--- src/rtl/gpio_emu_pkg.sv ---
// Shared constants and address decode for the gpio_emu peripheral.
package gpio_emu_pkg;

    localparam int DATA_W = 32;
    localparam int GPIO_W = 8;
    localparam int ADDR_W = 12;

    localparam logic [ADDR_W-1:0] ADDR_AX1 = 12'h210;
    localparam logic [ADDR_W-1:0] ADDR_AX2 = 12'h214;
    localparam logic [ADDR_W-1:0] ADDR_CNT = 12'h218;

    localparam logic [DATA_W-1:0] RESET_VAL = '0;

    typedef enum logic [1:0] {
        SEL_NONE,
        SEL_AX1,
        SEL_AX2,
        SEL_CNT
    } reg_sel_e;

    // Full-width compare so misaligned addresses like 0x211 select nothing.
    function automatic reg_sel_e decode_addr(input logic [ADDR_W-1:0] addr);
        reg_sel_e sel;
        sel = SEL_NONE;
        if (addr == ADDR_AX1) sel = SEL_AX1;
        else if (addr == ADDR_AX2) sel = SEL_AX2;
        else if (addr == ADDR_CNT) sel = SEL_CNT;
        return sel;
    endfunction

endpackage

--- src/rtl/gpio_emu_edge_det.sv ---
// Single-bit rising-edge detector: one sample register plus one history register.
module gpio_emu_edge_det (
    input  logic clk,
    input  logic n_reset,
    input  logic strobe,
    output logic rise
);

    logic sampled;
    logic history;

    always_ff @(posedge clk or negedge n_reset) begin
        if (!n_reset) begin
            sampled <= 1'b0;
            history <= 1'b0;
        end else begin
            sampled <= strobe;
            history <= sampled;
        end
    end

    assign rise = sampled & ~history;

endmodule

--- src/rtl/gpio_emu.sv ---
// Memory-mapped GPIO emulator: two axis registers, a latch-event counter and a
// captured GPIO input, all reached over a strobe-driven 12-bit address bus.
module gpio_emu
    import gpio_emu_pkg::*;
(
    input  logic              clk,
    input  logic              n_reset,
    input  logic [ADDR_W-1:0] saddress,
    input  logic              srd,
    input  logic              swr,
    input  logic [DATA_W-1:0] sdata_in,
    output logic [DATA_W-1:0] sdata_out,
    input  logic [GPIO_W-1:0] gpio_in,
    input  logic              gpio_latch,
    output logic [GPIO_W-1:0] gpio_out,
    output logic [DATA_W-1:0] gpio_in_s_insp
);

    logic [DATA_W-1:0] ax1;
    logic [DATA_W-1:0] ax2;
    logic [DATA_W-1:0] cnt;
    logic [DATA_W-1:0] gpio_in_s;
    logic              rd_edge;
    logic              wr_edge;
    logic              latch_edge;
    reg_sel_e          sel;

    gpio_emu_edge_det u_rd_edge (
        .clk     (clk),
        .n_reset (n_reset),
        .strobe  (srd),
        .rise    (rd_edge)
    );

    gpio_emu_edge_det u_wr_edge (
        .clk     (clk),
        .n_reset (n_reset),
        .strobe  (swr),
        .rise    (wr_edge)
    );

    gpio_emu_edge_det u_latch_edge (
        .clk     (clk),
        .n_reset (n_reset),
        .strobe  (gpio_latch),
        .rise    (latch_edge)
    );

    assign sel = decode_addr(saddress);

    // Reads see pre-write values because every register update here is non-blocking.
    always_ff @(posedge clk or negedge n_reset) begin
        if (!n_reset) begin
            ax1       <= RESET_VAL;
            ax2       <= RESET_VAL;
            cnt       <= RESET_VAL;
            gpio_in_s <= RESET_VAL;
            sdata_out <= RESET_VAL;
            gpio_out  <= RESET_VAL[GPIO_W-1:0];
        end else begin
            if (rd_edge) begin
                case (sel)
                    SEL_AX1: sdata_out <= ax1;
                    SEL_AX2: sdata_out <= ax2;
                    SEL_CNT: sdata_out <= cnt;
                    default: sdata_out <= RESET_VAL;
                endcase
            end

            if (wr_edge && sel == SEL_AX1) ax1 <= sdata_in;
            if (wr_edge && sel == SEL_AX2) ax2 <= sdata_in;

            if (latch_edge) gpio_in_s <= {{(DATA_W-GPIO_W){1'b0}}, gpio_in};

            // A bus write to the counter overrides a same-cycle latch increment.
            if (wr_edge && sel == SEL_CNT) cnt <= sdata_in;
            else if (latch_edge)           cnt <= cnt + 32'd1;

            gpio_out <= cnt[GPIO_W-1:0];
        end
    end

    assign gpio_in_s_insp = gpio_in_s;

endmodule

--- config.mk ---
export PLATFORM = sky130hd
export DESIGN_NAME = gpio_emu
export DESIGN_NICKNAME = d
export VERILOG_FILES = /design/src/rtl/gpio_emu_pkg.sv /design/src/rtl/gpio_emu_edge_det.sv /design/src/rtl/gpio_emu.sv
export SDC_FILE = /design/constraint.sdc
export NUM_CORES = 1
export LEC_CHECK = 0
export BUFFER_PORTS_ARGS = -buffer_cell sky130_fd_sc_hd__buf_2
export CAP_MARGIN = 20
export CELL_PAD_IN_SITES_DETAIL_PLACEMENT = 1
export CELL_PAD_IN_SITES_GLOBAL_PLACEMENT = 1
export CORE_ASPECT_RATIO = 0.6
export CORE_MARGIN = 5
export CORE_UTILIZATION = 49
export CTS_BUF_LIST = sky130_fd_sc_hd__clkbuf_8
export DETAILED_ROUTE_END_ITERATION = 8
export PLACE_DENSITY = 0.95
export SYNTH_ARGS = -nofsm -noshare
export SYNTH_HDL_FRONTEND = slang
export SYNTH_SLANG_ARGS = --single-unit
--- constraint.sdc ---
create_clock -name clk -period 5.42 [get_ports clk]
set_clock_uncertainty 0.15 [all_clocks]
set_input_delay 1.084 -clock clk [delete_from_list [all_inputs] [get_ports clk]]
set_output_delay 1.084 -clock clk [all_outputs]
set_load 0.01 [all_outputs]
# Word level (Yosys, flattened, before mapping)
# Index checks and enable logic that the tools add are counted.
word_totals:
  elab_cells: 35
  output_inout_bits: 72
  regBits: 150
  inputBits: 57
op_classes:
  bitwise: 6
  addsub: 1
  n_eq_ne: 6
  reduce_logical: 4
  muxes: 6
ops:
  columns: ["operator", "n"]
  rows:
  - ["32-bit one-hot mux with 3 select lines", 1]
  - ["32-bit two-way mux", 2]
  - ["12-bit by 10-bit equality test with 1-bit output, second input constant", 3]
  - ["32-bit by 1-bit adder with 32-bit output, second input constant", 1]
  - ["2-bit two-way mux", 3]
  - ["2-bit equality test, second input constant", 2]
  - ["1-bit AND", 3]
  - ["1-bit logical AND", 3]
  - ["1-bit inverter", 3]
  - ["2-bit by 1-bit equality test with 1-bit output, second input constant", 1]
  - ["2-bit nonzero test", 1]

# Depth between registers and ports, before layout
# Gate-level depths: netlist (run 1).
depth:
  ltp_word: 7
  depth_mapped: 7
  ltp_nobuf: 6

# Cells and area by module
# A second synthesis (run 1) with hierarchy kept.
hier_totals:
  hier_cells: 605
  area_unflattened_um2: 6952.9
modules_own_cells:
  columns: ["module", "area_each_um2", "seq_area_each_um2", "cells_per_inst", "n_inst"]
  rows:
  - ["gpio_emu", 6761.5, 3603.5, 596, 1]
  - ["gpio_emu_edge_det", 63.8, 50.0, 3, 3]

# Least setup slack after synthesis (run 1)
# OpenSTA, ideal clock, no wires.
synth_path:
  path_type: "input-to-reg"
  from: "in saddress[11]"
  to: "reg ax1[10]"
  setup_time_ps: 125
  path_buffers: 2
  t_required_ps: 5145
  t_arrival_ps: 2631
  setup_slack_ps: 2514
  cell_stages: 6
  cell_sequence: "nor4b_2 -> nand4b_2 -> or4_1 -> buf_2 -> buf_6 -> mux2_4"
synth_via:
  elab_chain_len: 6
  word_cells_on_any_way: 8
  cone_classes: "eq/ne (4); mux (3); reduce/logical (1)"
synth_lines:
  columns: ["element", "line_no", "rtl"]
  rows:
  - ["start: declaration", "gpio_emu.sv:8", "input logic [ADDR_W-1:0] saddress,"]
  - ["12-bit by 10-bit equality test with 1-bit output", "gpio_emu_pkg.sv:27", "else if (addr == ADDR_CNT) sel = SEL_CNT;"]
  - ["2-bit two-way mux", "gpio_emu_pkg.sv:27", null]
  - ["2-bit two-way mux", "gpio_emu_pkg.sv:26", "else if (addr == ADDR_AX2) sel = SEL_AX2;"]
  - ["2-bit two-way mux *", "gpio_emu_pkg.sv:25", "if (addr == ADDR_AX1) sel = SEL_AX1;"]
  - ["2-bit by 1-bit equality test with 1-bit output *", "gpio_emu.sv:70", "if (wr_edge && sel == SEL_AX1) ax1 <= sdata_in;"]
  - ["1-bit logical AND *", "gpio_emu.sv:70", null]
  - ["end signal: assignment", "gpio_emu.sv:70", null]
  - ["end: declaration", "gpio_emu.sv:19", "logic [DATA_W-1:0] ax1;"]
# Mark *: on every way between the ends. The rest lies on a longest branch, timed or not.
# A chain may end at the register's enable or synchronous reset.

# Worst setup path after layout (run 1)
layout_path:
  from: "in saddress[1]"
  to: "reg ax1[24]"
# The elaborated chain is that of the path after synthesis.

==> metrics.md, run 1 <==
| Metric | Value |
|---|---|
| Clock Sinks | `150` |
| # DRC | `0` |
| First-pass GRT wire length | `30400 um` |
| Routability cong. | `0.854` |
| Pwr Total | `2550 uW` |
| Max Fanout on Critical Path | `17` |
| Pwr Density | `318 nW/um2` |
| Warnings, synthesis | `0` |
| Period utilization | `0.611` |
| Peak Freq | `302 MHz` |
| Clk buf depth | `2` |
| Tmin final | `3.31 ns` |
| Ys async rst share | `1.00` |
| Root buffer cell | `clkbuf_8` |
| Worst Max-Slew Pin Slew | `1.01 ns` |
| # hold bufs at CTS | `0` |
| Mapped cell area | `6980 um2` |
| Hpwl dp | `13000 um` |
| DR WL/cell | `21.5 um` |
| Routed vias | `4955` |
| Yosys cell types | `37` |
| Leakage | `0.00376 uW` |
| CP max stage delay | `1.05 ns` |
| R2R setup slack | `2.95 ns` |
| Final setup vio count | `0` |
| Setup crit end kind | `flop` |
| Post-CTS Resized | `0` |
| Remaining antenna violation count | `0` |
| WL final | `19100 um` |
| Initial core utilization | `0.506` |
| Grt ovf | `0` |
| Starting DRC count in detailed routing | `224` |
| Share of cells above drive strength 1 | `0.364` |
| CP max-delay cell | `or4_2` |
| CP top delay family | `simple AND/OR/NAND/NOR gates` |
| CTS tree | `yes` |
| I/O pins | `129` |
| RSZ-0062 raised after global routing | `false` |
| Detailed Routing Iterations Pass 1 | `5` |
| Post-synthesis sequential area ratio | `0.538` |
| H-tree Lvls | `4` |
| Status | `complete, no violations` |
| Final nets | `744` |
| CTS Buf Count | `17` |
| Total GRT Usage | `0.238` |
| Critical path launch point type | `input pin` |
| CP Class | `in2reg` |
| WP buf/inv | `2` |
| Vias in the first global route | `5567` |
| Worst setup margin | `2.11 ns` |
| Core footprint | `13800 um2` |
| Final hold viol count | `0` |
| Primary FF master, synth | `dfrtp_1` |
| Die Height | `102 um` |
| Gate Count Post-Synth | `589` |
| Pre-CTS WS | `1.53 ns` |
| Port bufs | `104` |
| Critical Path AT | `3.51 ns` |
| WHS | `0.241 ns` |
| Slew Viols, Final | `0` |
| Mean Syn Cell Area | `11.8 um2` |
| Die Area | `16800 um2` |
| Via density | `5.57` |
| Critical Path RT | `5.62 ns` |
| Area grow syn2layout | `15.2%` |
| Pin count of the biggest net entering global routing | `64` |
| Number of max-cap violations | `0` |
| Die X-Extent | `164 um` |
| Initial antenna violation count | `0` |
| Hold Crit Class | `reg2reg` |
| Post-CTS Setup Inserts | `0` |
| Rows | `33` |
| Slew margin rel. | `0.327` |
| Antenna diodes | `0` |
| CP Cell Sequence | `buf_2, nor4_2, nand4b_2, or4_2, buf_16, mux2_4` |
| Later-pin clock latency in the skew report | `0.48 ns` |
| FF+latch count, synth | `150` |
| Peak supply drop | `0.000155 V` |
| Setup TNS | `0 ns` |
| Clk slew on worst S/H paths | `0.08 ns` |
| Post-synth EDFFs | `0` |
## path summary, 6_finish.rpt
| kind | end | from | cells past startpoint |
|---|---|---|---|
| setup / recovery | ax1[24]$_DFFE_PN0P_ | saddress[1] | 6 |
| hold / removal | u_rd_edge.history$_DFF_PN0_ | u_rd_edge.sampled$_DFF_PN0_ | 0 |
| setup reg to reg | cnt[18]$_DFFE_PN0P_ | cnt[0]$_DFFE_PN0P_ | 6 |
| hold reg to reg | u_rd_edge.history$_DFF_PN0_ | u_rd_edge.sampled$_DFF_PN0_ | 0 |
| max in group asynchronous | gpio_out[4]$_DFF_PN0_ | n_reset | 2 |
| min in group asynchronous | sdata_out[25]$_DFFE_PN0P_ | n_reset | 1 |
## cell type report
class	count	area [um2]
timing repair buffer	113	634
clock buffer	17	234
clock inverter	13	183
inverter	4	15.0
fill	1480	5750
multi-input combinational	400	2980
tap	192	240
sequential	150	3750
## stage by stage
step	cells	instance area [um2]	utilization
5_1_grt	889	8040	0.583
3_5_place_dp	857	7560	0.549
2_1_floorplan	612	7060	-
6_report	889	8040	0.583
3_3_place_gp	857	7560	0.549
4_1_cts	887	7980	0.579
## cell usage in the layout (no fill, tap or decap), types with 2 or more instances in the layout
master	n
nand4_1	11
nand2_1	74
mux2_2	73
mux2_4	30
and4_1	4
clkbuf_8	17
nor3_1	9
xnor2_1	20
buf_16	2
inv_6	2
nor4_1	8
and3_1	2
nor2_2	2
xor2_1	11
nand2b_1	3
bufinv_16	4
dfrtp_1	150
nor2_1	4
a22oi_1	32
clkinvlp_4	3
inv_1	5
nand3_1	12
conb_1	24
buf_4	7
o21ai_0	63
clkinv_2	2
buf_2	103
mux2_1	2
## cells by family after synthesis
| group | after synthesis | synth area share |
|---|---|---|
| adders and majority gates | 1 | 0.00179 |
| and+or+nand+nor | 142 | 0.102 |
| muxes | 106 | 0.187 |
| AOI/OAI and AO/OA | 96 | 0.0809 |
| other | 1 | 0.000538 |
| xor gates and xnor gates | 31 | 0.0389 |
| DFF | 150 | 0.538 |
| buffers and inverters | 62 | 0.0504 |
## state kept, by name (all words and copies together) (netlist names)
| name | count |
|---|---|
| u_latch_edge.history | 1 |
| u_wr_edge.sampled | 1 |
| gpio_out | 8 |
| u_rd_edge.history | 1 |
| u_wr_edge.history | 1 |
| ax1 | 32 |
| u_latch_edge.sampled | 1 |
| cnt | 32 |
| gpio_in_s_insp | 8 |
| ax2 | 32 |
| u_rd_edge.sampled | 1 |
| sdata_out | 32 |
## cells in the mapped netlist, drive strengths merged (6+ instances only)
master / instances / area [um2]
nor4: 9 / 62.6
nand4: 11 / 68.8
xnor2: 20 / 175
o21ai: 63 / 315
buf: 33 / 243
nand2: 74 / 278
nor2: 6 / 22.5
clkbuf: 25 / 93.8
dfrtp: 150 / 3750
mux2: 105 / 1290
nand3: 12 / 60.1
a22oi: 32 / 240
nor3: 10 / 50.1
xor2: 11 / 96.3
## per-layer routing
layer | up-vias | GRT usage | part of all wire
met5 | - | 0 | 0
met3 | 20 | 0.0633 | 0.058
met1 | 2574 | 0.312 | 0.45
met4 | 0 | 0.0825 | 0.012
li1 | 2221 | - | -
met2 | 140 | 0.389 | 0.48
## report_power, final
group / switching, uW / internal, uW
clock: 444 / 496
combinational: 172 / 126
sequential: 111 / 1200
Power figures use the tool's default switching activity.
==> inputs of run 2 (changes only) <==
Settings changed: CORE_UTILIZATION 49 to 46, PLACE_DENSITY 0.95 to 0.93.
Clock period 5.42 ns to 3.4 ns, I/O delays scaled along.
==> run 2 against run 1 <==
Non-clock buffer count rose by 7. Highest routed layer is now met5. Critical path depth increased by 2. Core utilization fell by 3.0 points. Global-route usage down 0.48 points. Sequential power rose by 60%. Largest cell class unchanged. Combinational power rose by 62%. Via count increased by 3.5%. First-iteration DRC count rose by 37%. Count of clock-buffer cells in the layout is 2 higher. Worst setup slack worse by 1.2 ns. Routed wire length increased by 5.7%. Final cell count is 1.5% higher.
==> metrics.md, run 2 (synthesized netlist as in run 1, its figures left out) <==
| Metric | Value |
|---|---|
| Placed Cells incl. Taps | `871 (was 857)` |
| Routability cong. | `0.883 (was 0.854)` |
| Detailed Routing Iterations Pass 1 | `4 (was 5)` |
| DR WL/cell | `22.3 um (was 21.5 um)` |
| Clk buf depth | `2 (unchanged)` |
| GR Util met1 | `0.307 (was 0.312)` |
| Via density | `5.69 (was 5.57)` |
| Remaining antenna violation count | `0 (unchanged)` |
| WP buf/inv | `3 (was 2)` |
| Commonest non-fill, non-tap cell in the layout | `dfrtp_1 (unchanged)` |
| Antenna diodes | `0 (unchanged)` |
| CP Cell Sequence | `buf_2, nor4b_2, nand4b_2, buf_4, nor4b_4, buf_4, nand2_1, o21ai_0 (was buf_2, nor4_2, nand4b_2, or4_2, buf_16, mux2_4)` |
| WL final | `20200 um (was 19100 um)` |
| Status | `complete, no violations (unchanged)` |
| Vias in the first global route | `5759 (was 5567)` |
| First-pass GRT wire length | `32900 um (was 30400 um)` |
| Worst Max-Slew Pin Slew | `1.12 ns (was 1.01 ns)` |
| GRT met2 Usage | `0.383 (was 0.389)` |
| Starting DRC count in detailed routing | `306 (was 224)` |
| Die Height | `105 um (was 102 um)` |
| Slew Viols, Final | `0 (unchanged)` |
| Most frequent CP cell | `buf_4` |
| H-tree Lvls | `4 (unchanged)` |
| Max Fanout on Critical Path | `22 (was 17)` |
| Area grow syn2layout | `16.4% (was 15.2%)` |
| Post-CTS Resized | `0 (unchanged)` |
| Critical path launch point type | `input pin (unchanged)` |
| Sw power | `1110 uW (was 726 uW)` |
| Share of power burned in registers | `0.505 (was 0.515)` |
| GRT met3 Usage | `0.0572 (was 0.0633)` |
| Setup crit end kind | `flop (unchanged)` |
| Number of max-cap violations | `0 (unchanged)` |
| I/O pins | `129 (unchanged)` |
| Period utilization | `0.746` |
| Layout Cells excl Fill | `902 (was 889)` |
| Port bufs | `104 (unchanged)` |
| Setup TNS | `0 ns (unchanged)` |
| Leakage | `0.00382 uW (was 0.00376 uW)` |
| RSZ-0062 raised after global routing | `false (unchanged)` |
| Share of cells above drive strength 1 | `0.368 (was 0.364)` |
| Total GRT Usage | `0.233 (was 0.238)` |
| Tmin final | `2.54 ns` |
| Final setup vio count | `0 (unchanged)` |
| Most frequent cells in the layout | `dfrtp_1, buf_2, nand2_1 (unchanged)` |
| Combinational group share of total power | `0.116 (was 0.117)` |
| Sw Ratio | `0.269 (was 0.285)` |
| CTS Buf Count | `17 (unchanged)` |
| GRT busiest layer | `met2 (unchanged)` |
| Pwr Density | `509 nW/um2 (was 318 nW/um2)` |
| Cell-internal power | `3020 uW (was 1830 uW)` |
| Hold Crit Class | `in2async (was reg2reg)` |
| Critical Path AT | `2.73 ns (was 3.51 ns)` |
| CP Class | `in2reg (unchanged)` |
| CP max-delay cell | `nor4b_4 (was or4_2)` |
| Final hold viol count | `0 (unchanged)` |
| Critical Path RT | `3.59 ns (was 5.62 ns)` |
| Peak supply drop | `0.000243 V (was 0.000155 V)` |
| Peak Freq | `394 MHz` |
| Core footprint | `14700 um2 (was 13800 um2)` |
| Die X-Extent | `169 um (was 164 um)` |
| CP max stage delay | `0.61 ns (was 1.05 ns)` |
| Die Area | `17800 um2 (was 16800 um2)` |
| Grt ovf | `0 (unchanged)` |
| Pin count of the biggest net entering global routing | `86 (was 64)` |
| # DRC | `0 (unchanged)` |
| CP top delay family | `simple AND/OR/NAND/NOR gates (unchanged)` |
| Hpwl dp | `13800 um (was 13000 um)` |
| # hold bufs at CTS | `0 (unchanged)` |
| Final nets | `751 (was 744)` |
| Rows | `34 (was 33)` |
| Later-pin clock latency in the skew report | `0.45 ns (was 0.48 ns)` |
| Post-CTS Setup Inserts | `0 (unchanged)` |
| Initial antenna violation count | `2 (was 0)` |
| Initial core utilization | `0.475 (was 0.506)` |
| Pwr Total | `4140 uW (was 2550 uW)` |
| Root buffer cell | `clkbuf_8 (unchanged)` |
| Clock network power share | `0.379 (was 0.368)` |
| CTS tree | `yes (unchanged)` |
| Slew margin rel. | `0.254 (was 0.327)` |
| Clk slew on worst S/H paths | `0.08 ns (about the same)` |
| Routed vias | `5130 (was 4955)` |
| Clock Sinks | `150 (unchanged)` |
[run 2: cell count changes in the layout (fill, tap and decap cells not counted), moves of 2 or more]
cell        previous run  this run
buf_4                  7        13
clkinvlp_4             3         0
buf_12                 0         2
buf_16                 2         0
clkbuf_8              17        19
inv_1                  5         7
inv_6                  2         0
[run 2: path summary, 6_finish.rpt]
check / start / to / slack [ns] / cells past startpoint
worst max-delay path: saddress[11] / cnt[25]$_DFFE_PN0P_ / 0.86 / 8
worst min-delay path: n_reset / sdata_out[25]$_DFFE_PN0P_ / 0.11 / 1
worst max register to register: cnt[5]$_DFFE_PN0P_ / cnt[30]$_DFFE_PN0P_ / 0.90 / 5
worst min register to register: u_wr_edge.sampled$_DFF_PN0_ / u_wr_edge.history$_DFF_PN0_ / 0.24 / 0
max in group asynchronous: n_reset / cnt[3]$_DFFE_PN0P_ / 2.20 / 2
min in group clk: gpio_latch / u_latch_edge.sampled$_DFF_PN0_ / 0.18 / 1
[run 2: worst register-to-register path: cells and delay by family (launching register included)]
kind / cells / cell delay, ns
DFF: 1 / 0.51
and+or+nand+nor: 3 / 1.26
muxes: 1 / 0.27
xor gates and xnor gates: 1 / 0.20
[run 2: metrics by stage]
step           utilization  cell area [um2]  hold slack (ns)  worst slack, ns
2_1_floorplan            -             7060            0.205            0.898
3_3_place_gp         0.522             7660            0.212            0.544
3_5_place_dp         0.522             7660            0.218            0.466
4_1_cts              0.552             8100            0.157            0.847
5_1_grt              0.553             8120            0.157            0.722
6_report             0.553             8120            0.115            0.862
[run 2: power by group through the flow]
stage	registers [uW]	clock network (uW)	logic (uW)
final	2090	1570	482
after global routing	2110	1670	525
after CTS	2080	1580	484
after detailed placement	2110	0	476
after global placement	2100	0	440
after floorplan	2090	0	242
[run 2: layout make-up]
cell class | instances | area (um2)
Clock buffer | 19 | 262
Clock inverter | 11 | 184
Fill cell | 1562 | 6560
Inverter | 4 | 15.0
Multi-Input combinational cell | 400 | 2980
Sequential cell | 150 | 3750
Tap cell | 198 | 248
Timing Repair Buffer | 120 | 679
[run 2: per-layer routing]
layer / part of all wire / vias to the layer above
li1: - / 2243
met1: 0.44 / 2679
met2: 0.49 / 163
met3: 0.050 / 41
met4: 0.022 / 4
met5: 0.0013 / -
